<file path="config.mk">
export PLATFORM = sky130hd
export DESIGN_NAME = life_sequencer_flat
export DESIGN_NICKNAME = d
export VERILOG_FILES = /design/src/rtl/life_sequencer_if.sv /design/src/rtl/life_sequencer.sv /design/src/flat_wrapper.sv
export SDC_FILE = /design/constraint.sdc
export NUM_CORES = 1
export LEC_CHECK = 0
export BUFFER_PORTS_ARGS = -buffer_cell sky130_fd_sc_hd__clkbuf_2
export CELL_PAD_IN_SITES_DETAIL_PLACEMENT = 1
export CELL_PAD_IN_SITES_GLOBAL_PLACEMENT = 1
export CORE_AREA = 2 2 69 71
export DETAILED_ROUTE_END_ITERATION = 10
export DIE_AREA = 0 0 71 73
export PLACE_DENSITY = 0.78
export SETUP_SLACK_MARGIN = 0.05
export SYNTH_ARGS = -nofsm -noshare
export SYNTH_HDL_FRONTEND = slang
export SYNTH_SLANG_ARGS = --single-unit
</file>
<file path="constraint.sdc">
create_clock -name clk -period 4.44 [get_ports clk]
set_clock_uncertainty 0.15 [all_clocks]
set_input_delay 0.666 -clock clk [delete_from_list [all_inputs] [get_ports clk]]
set_output_delay 0.666 -clock clk [all_outputs]
set_load 0.05 [all_outputs]
</file>
<file path="src/rtl/life_sequencer_if.sv">
// Control/status bundle between the Life sequencer and its surroundings.
// The slave modport is the sequencer side.
interface life_sequencer_if #(
    parameter int LOG2X      = 3,
    parameter int LOG2Y      = 3,
    parameter int SPEED_BITS = 8,
    parameter int GEN_BITS   = 16
);
    logic                   run_key;
    logic                   step_key;
    logic                   tick;
    logic [SPEED_BITS-1:0]  speed;
    logic [LOG2X+LOG2Y-1:0] cnt;
    logic                   nxt_bit;
    logic                   running;
    logic                   busy;
    logic                   gen_done;
    logic [GEN_BITS-1:0]    gen_count;

    modport master (
        output run_key, step_key, tick, speed,
        input  cnt, nxt_bit, running, busy, gen_done, gen_count
    );

    modport slave (
        input  run_key, step_key, tick, speed,
        output cnt, nxt_bit, running, busy, gen_done, gen_count
    );
endinterface

</file>
<file path="src/rtl/life_sequencer.sv">
// Generation sequencer for a Game of Life board: free-running cell scan,
// run/pause/single-step control and a tick-based generation period.
module life_sequencer #(
    parameter int X          = 8,
    parameter int Y          = 8,
    parameter int LOG2X      = 3,
    parameter int LOG2Y      = 3,
    parameter int SPEED_BITS = 8,
    parameter int GEN_BITS   = 16
) (
    input  logic             clk,
    input  logic             reset,
    life_sequencer_if.slave  io
);
    localparam int CW = LOG2X + LOG2Y;
    localparam logic [CW-1:0] LAST = CW'(X * Y - 1);

    typedef enum logic [1:0] {
        PAUSE,
        WAIT,
        CALC
    } state_t;

    state_t                r_state;
    logic [CW-1:0]         r_cnt;
    logic                  r_running;
    logic                  r_step_pend;
    logic [SPEED_BITS-1:0] r_timer;
    logic [GEN_BITS-1:0]   r_gen_count;

    state_t                w_state_nxt;
    logic                  w_running_nxt;
    logic                  w_step_nxt;
    logic [SPEED_BITS-1:0] w_timer_nxt;
    logic [GEN_BITS-1:0]   w_gen_nxt;
    logic                  w_last;

    assign w_last = (r_cnt == LAST);

    always_comb begin
        w_state_nxt   = r_state;
        w_running_nxt = r_running;
        w_step_nxt    = r_step_pend;
        w_timer_nxt   = r_timer;
        w_gen_nxt     = r_gen_count;
        unique case (r_state)
            PAUSE: begin
                // run_key wins over a simultaneous step_key
                if (io.run_key) begin
                    w_running_nxt = 1'b1;
                    w_timer_nxt   = io.speed;
                    w_step_nxt    = 1'b0;
                    w_state_nxt   = WAIT;
                end else if (r_step_pend && w_last) begin
                    w_step_nxt  = 1'b0;
                    w_state_nxt = CALC;
                end else if (io.step_key) begin
                    w_step_nxt = 1'b1;
                end
            end
            WAIT: begin
                if (io.run_key) begin
                    w_running_nxt = 1'b0;
                    w_state_nxt   = PAUSE;
                end else if (r_timer == '0) begin
                    if (w_last) w_state_nxt = CALC;
                end else if (io.tick) begin
                    w_timer_nxt = r_timer - 1'b1;
                end
            end
            CALC: begin
                if (io.run_key) w_running_nxt = ~r_running;
                // a generation always runs to completion
                if (w_last) begin
                    w_gen_nxt = r_gen_count + 1'b1;
                    if (w_running_nxt) begin
                        w_timer_nxt = io.speed;
                        w_state_nxt = WAIT;
                    end else begin
                        w_state_nxt = PAUSE;
                    end
                end
            end
            default: w_state_nxt = PAUSE;
        endcase
    end

    always_ff @(posedge clk) begin
        if (reset) begin
            r_state     <= PAUSE;
            r_cnt       <= '0;
            r_running   <= 1'b0;
            r_step_pend <= 1'b0;
            r_timer     <= '0;
            r_gen_count <= '0;
        end else begin
            r_state     <= w_state_nxt;
            r_cnt       <= w_last ? '0 : r_cnt + 1'b1;
            r_running   <= w_running_nxt;
            r_step_pend <= w_step_nxt;
            r_timer     <= w_timer_nxt;
            r_gen_count <= w_gen_nxt;
        end
    end

    assign io.cnt       = r_cnt;
    assign io.nxt_bit   = (r_state == CALC);
    assign io.busy      = (r_state == CALC);
    assign io.running   = r_running;
    assign io.gen_done  = (r_state == CALC) && w_last;
    assign io.gen_count = r_gen_count;
endmodule

</file>
<file path="src/flat_wrapper.sv">
// flat-port wrapper written by rule: the top's interface ports become plain ports
module life_sequencer_flat 
#(
    parameter int X          = 8,
    parameter int Y          = 8,
    parameter int LOG2X      = 3,
    parameter int LOG2Y      = 3,
    parameter int SPEED_BITS = 8,
    parameter int GEN_BITS   = 16
)
  (clk, reset, io_run_key, io_step_key, io_tick, io_speed, io_cnt, io_nxt_bit, io_running, io_busy, io_gen_done, io_gen_count);
  life_sequencer_if #(.LOG2X(LOG2X), .LOG2Y(LOG2Y), .SPEED_BITS(SPEED_BITS), .GEN_BITS(GEN_BITS)) io_i ();
  input  logic clk;
  input  logic reset;
  input wire logic [$bits(io_i.run_key)-1:0] io_run_key;
  input wire logic [$bits(io_i.step_key)-1:0] io_step_key;
  input wire logic [$bits(io_i.tick)-1:0] io_tick;
  input wire logic [$bits(io_i.speed)-1:0] io_speed;
  output wire logic [$bits(io_i.cnt)-1:0] io_cnt;
  output wire logic [$bits(io_i.nxt_bit)-1:0] io_nxt_bit;
  output wire logic [$bits(io_i.running)-1:0] io_running;
  output wire logic [$bits(io_i.busy)-1:0] io_busy;
  output wire logic [$bits(io_i.gen_done)-1:0] io_gen_done;
  output wire logic [$bits(io_i.gen_count)-1:0] io_gen_count;
  assign io_i.run_key = io_run_key;
  assign io_i.step_key = io_step_key;
  assign io_i.tick = io_tick;
  assign io_i.speed = io_speed;
  assign io_cnt = io_i.cnt;
  assign io_nxt_bit = io_i.nxt_bit;
  assign io_running = io_i.running;
  assign io_busy = io_i.busy;
  assign io_gen_done = io_i.gen_done;
  assign io_gen_count = io_i.gen_count;
  life_sequencer #(.X(X), .Y(Y), .LOG2X(LOG2X), .LOG2Y(LOG2Y), .SPEED_BITS(SPEED_BITS), .GEN_BITS(GEN_BITS)) u_core (.clk(clk), .reset(reset), .io(io_i));
endmodule
</file>
==> impl_metrics.toml <==
[run_status]
run_status = "completed"

[timing]
setup_viol = 0
tns_ps = 0
max_freq_mhz = 378
rsz0062_at_grt = "no"
fin_crit_sh = 0.596
drv_slew = 0
slew_headroom = 0.502
fin_ws_ps = 1790
tightestPinTransition_ps = 747
period_minus_slack_ps = 2650
hold_viol = 0

[critical_path]
cp_max_fo = 5
worstSetupPathType = "flop to output pin"
crit_arrival_ps = 1830
worstSetupEndpointType = "output pin"
r2r-start = "u_core.io.cnt[0]"
cp.required_ps = 3620
reg2regPathDepth = 6
rrSetupSlack_ps = 2240
cp-startpoint = "u_core.io.cnt[0]"
start_kind = "flop"
rr_endpoint = "u_core.r_timer[0]"

[worst_hold_path]
min_from = "u_core.r_timer[4]"
whs_path_depth = 2
hp-class = "flop to flop"
hold_end = "u_core.r_timer[4]"

[floorplan]
core_area_um2 = 4540
die_area_um2 = 5180
die_y_um = 73
ios = 39
die_w_um = 71
rows = 25
initial_core_util = 0.410

[clock_tree]
htree_levels = 2
clockBufferDepth = 2
cts-hold-fix-buffers = 0
postCtsSetupRepairBufs = 0
cts_buffers = 5
clk_pin_slew_ps = 80
cts_root_buf = "clkbuf_8"
cts_tree = "done"
cts.sinks = 34
cts_resized = 0
clk_latency_ps = 290

[power]
p_sw_frac = 0.288
pwr-share-seq = 0.454
internal-power_w = 0.000530
p_comb_frac = 0.166
p_switching_w = 0.000215
p_leak_nw = 0.858
power_frac_clock = 0.380
power_density_nw_per_um2 = 347
peakVddDrop_mv = 0.175

[synthesis]
ys_seq_area_frac = 0.366
yosys_warnings = 0
netlist-cell-type-count = 50
avgSynthCellArea_um2 = 8.70
synthArstFlopShare = 0
synth_edf_count = 0
syn-cell-area_um2 = 1860
synth.ff_latch_count = 34
synth_flop_cell = "dfxtp_1"
synthCells = 214
synth_fp_nets = 231

[global_route]
antenna_found_initial = 0
grt_max_degree = 35
grt_usage = 0.187
grt_overflow = 0
grt_pass1_vias = 1652
grt_pass1_wl_um = 7640

[final_layout]
nets = 264
drive_above_1_share = 0.258
final_cell_mix = "38 x clkbuf_2, 34 x dfxtp_1, 27 x nor2_1, 20 x nand2_1, 14 x a21oi_1"
nFillCells = 572
final_common_cell = "clkbuf_2"
syn2layout_area_growth_pct = 15.4
n_antenna_cell = 0

[detailed_routing]
ant_nets = 0
wl_per_cell_um = 14.9
viasPerCell = 5.37
drt_first_pass_iters = 4
via_count = 1623
wl_um = 4510
drt-initial-drc-count = 58
drc = 0

[flow_run]
maxCapViolations = 0

[place]
post-place-ws_ps = 2060
gp_congestion = 0.748
dp_hpwl_um = 3250
portBuffers = 38
[cells in the mapped netlist (2+ instances only)]
| cell type | instances | area share |
|---|---|---|
| and2_1 | 2 | 0.0067 |
| clkbuf_1 | 7 | 0.014 |
| nor2b_1 | 2 | 0.0067 |
| inv_1 | 6 | 0.012 |
| and3_1 | 2 | 0.0067 |
| nand3_1 | 10 | 0.027 |
| and4_1 | 2 | 0.0094 |
| o21ba_2 | 2 | 0.011 |
| nand2_1 | 20 | 0.040 |
| dfxtp_1 | 34 | 0.37 |
| o21ai_0 | 13 | 0.035 |
| a21oi_1 | 14 | 0.038 |
| ha_1 | 4 | 0.027 |
| or3_1 | 3 | 0.010 |
| nand2b_1 | 4 | 0.013 |
| nand4_1 | 2 | 0.0067 |
| nor4_2 | 2 | 0.013 |
| xnor2_1 | 10 | 0.047 |
| a221oi_2 | 2 | 0.016 |
| o21ai_1 | 2 | 0.0054 |
| o22ai_1 | 2 | 0.0067 |
| buf_4 | 3 | 0.012 |
| nor3_1 | 7 | 0.019 |
| xor2_1 | 6 | 0.028 |
| a211oi_2 | 2 | 0.013 |
| nor2_1 | 27 | 0.054 |
[routing by layer]
layer,track usage,vias up,routed length [um]
met3,0.0470,8,187
met4,0.0881,0,80
met1,0.223,765,2100
met2,0.316,34,2150
li1,-,816,-
met5,0,-,0
[flip-flops by register name (all words and copies together), names as in the netlist]
name                 count
u_core.io.cnt            6
u_core.r_timer           8
u_core.r_state           2
u_core.io.gen_count     16
u_core.io.running        1
u_core.r_step_pend       1
[critical path: stages (launching register included)]
cell,delay (ps)
dfxtp_1,400
ha_1,250
and3_2,290
and3_1,280
clkbuf_2,310
[logic make-up after synthesis]
kind of cell | count (synthesis) | share of synthesized area
simple gates | 95 | 0.290
compound gates | 46 | 0.182
fa+ha+maj | 4 | 0.0269
flops | 34 | 0.366
mux | 1 | 0.00538
xor+xnor | 16 | 0.0753
buf+inv | 18 | 0.0551
[stage by stage]
stage,hold WS [ps],area [um^2],std cells,utilization,power [W]
global placement,311,2040,294,0.450,0.000465
global route,365,2150,302,0.474,0.000786
finish,348,2150,302,0.474,0.000745
detailed placement,321,2040,294,0.450,0.000469
CTS,345,2150,302,0.474,0.000756
floorplan,299,1860,214,-,0.000445
[how the worst max path moves through the flow]
stage / depth (start not counted) / slack, ps / end
2_1_floorplan: 3 / 1640 / io_gen_done
3_3_place_gp: 3 / 2080 / io_gen_done
3_5_place_dp: 6 / 2060 / u_core.r_timer[0]
4_1_cts: 3 / 1760 / io_gen_done
5_1_grt: 3 / 1630 / io_gen_done
6_report: 4 / 1790 / io_gen_done
[power by group through the flow]
stage	sequential, W	combinational [W]	clock, W
global placement	0.000344	0.000121	0
floorplan	0.000350	0.0000947	0
CTS	0.000338	0.000125	0.000293
finish	0.000338	0.000123	0.000283
global route	0.000341	0.000138	0.000307
detailed placement	0.000345	0.000124	0
[layout make-up]
| type | instances | area, um^2 | share of cell area |
|---|---|---|---|
| repair buffers | 38 | 190 | 0.0885 |
| clock inverters | 3 | 40.0 | 0.0186 |
| inverters | 6 | 22.5 | 0.0105 |
| well taps | 54 | 67.6 | 0.0315 |
| clock buffers | 5 | 68.8 | 0.0320 |
| flip-flops and latches | 34 | 681 | 0.317 |
| multi-input cells | 162 | 1080 | 0.502 |
(Power assumes the default switching activity.)
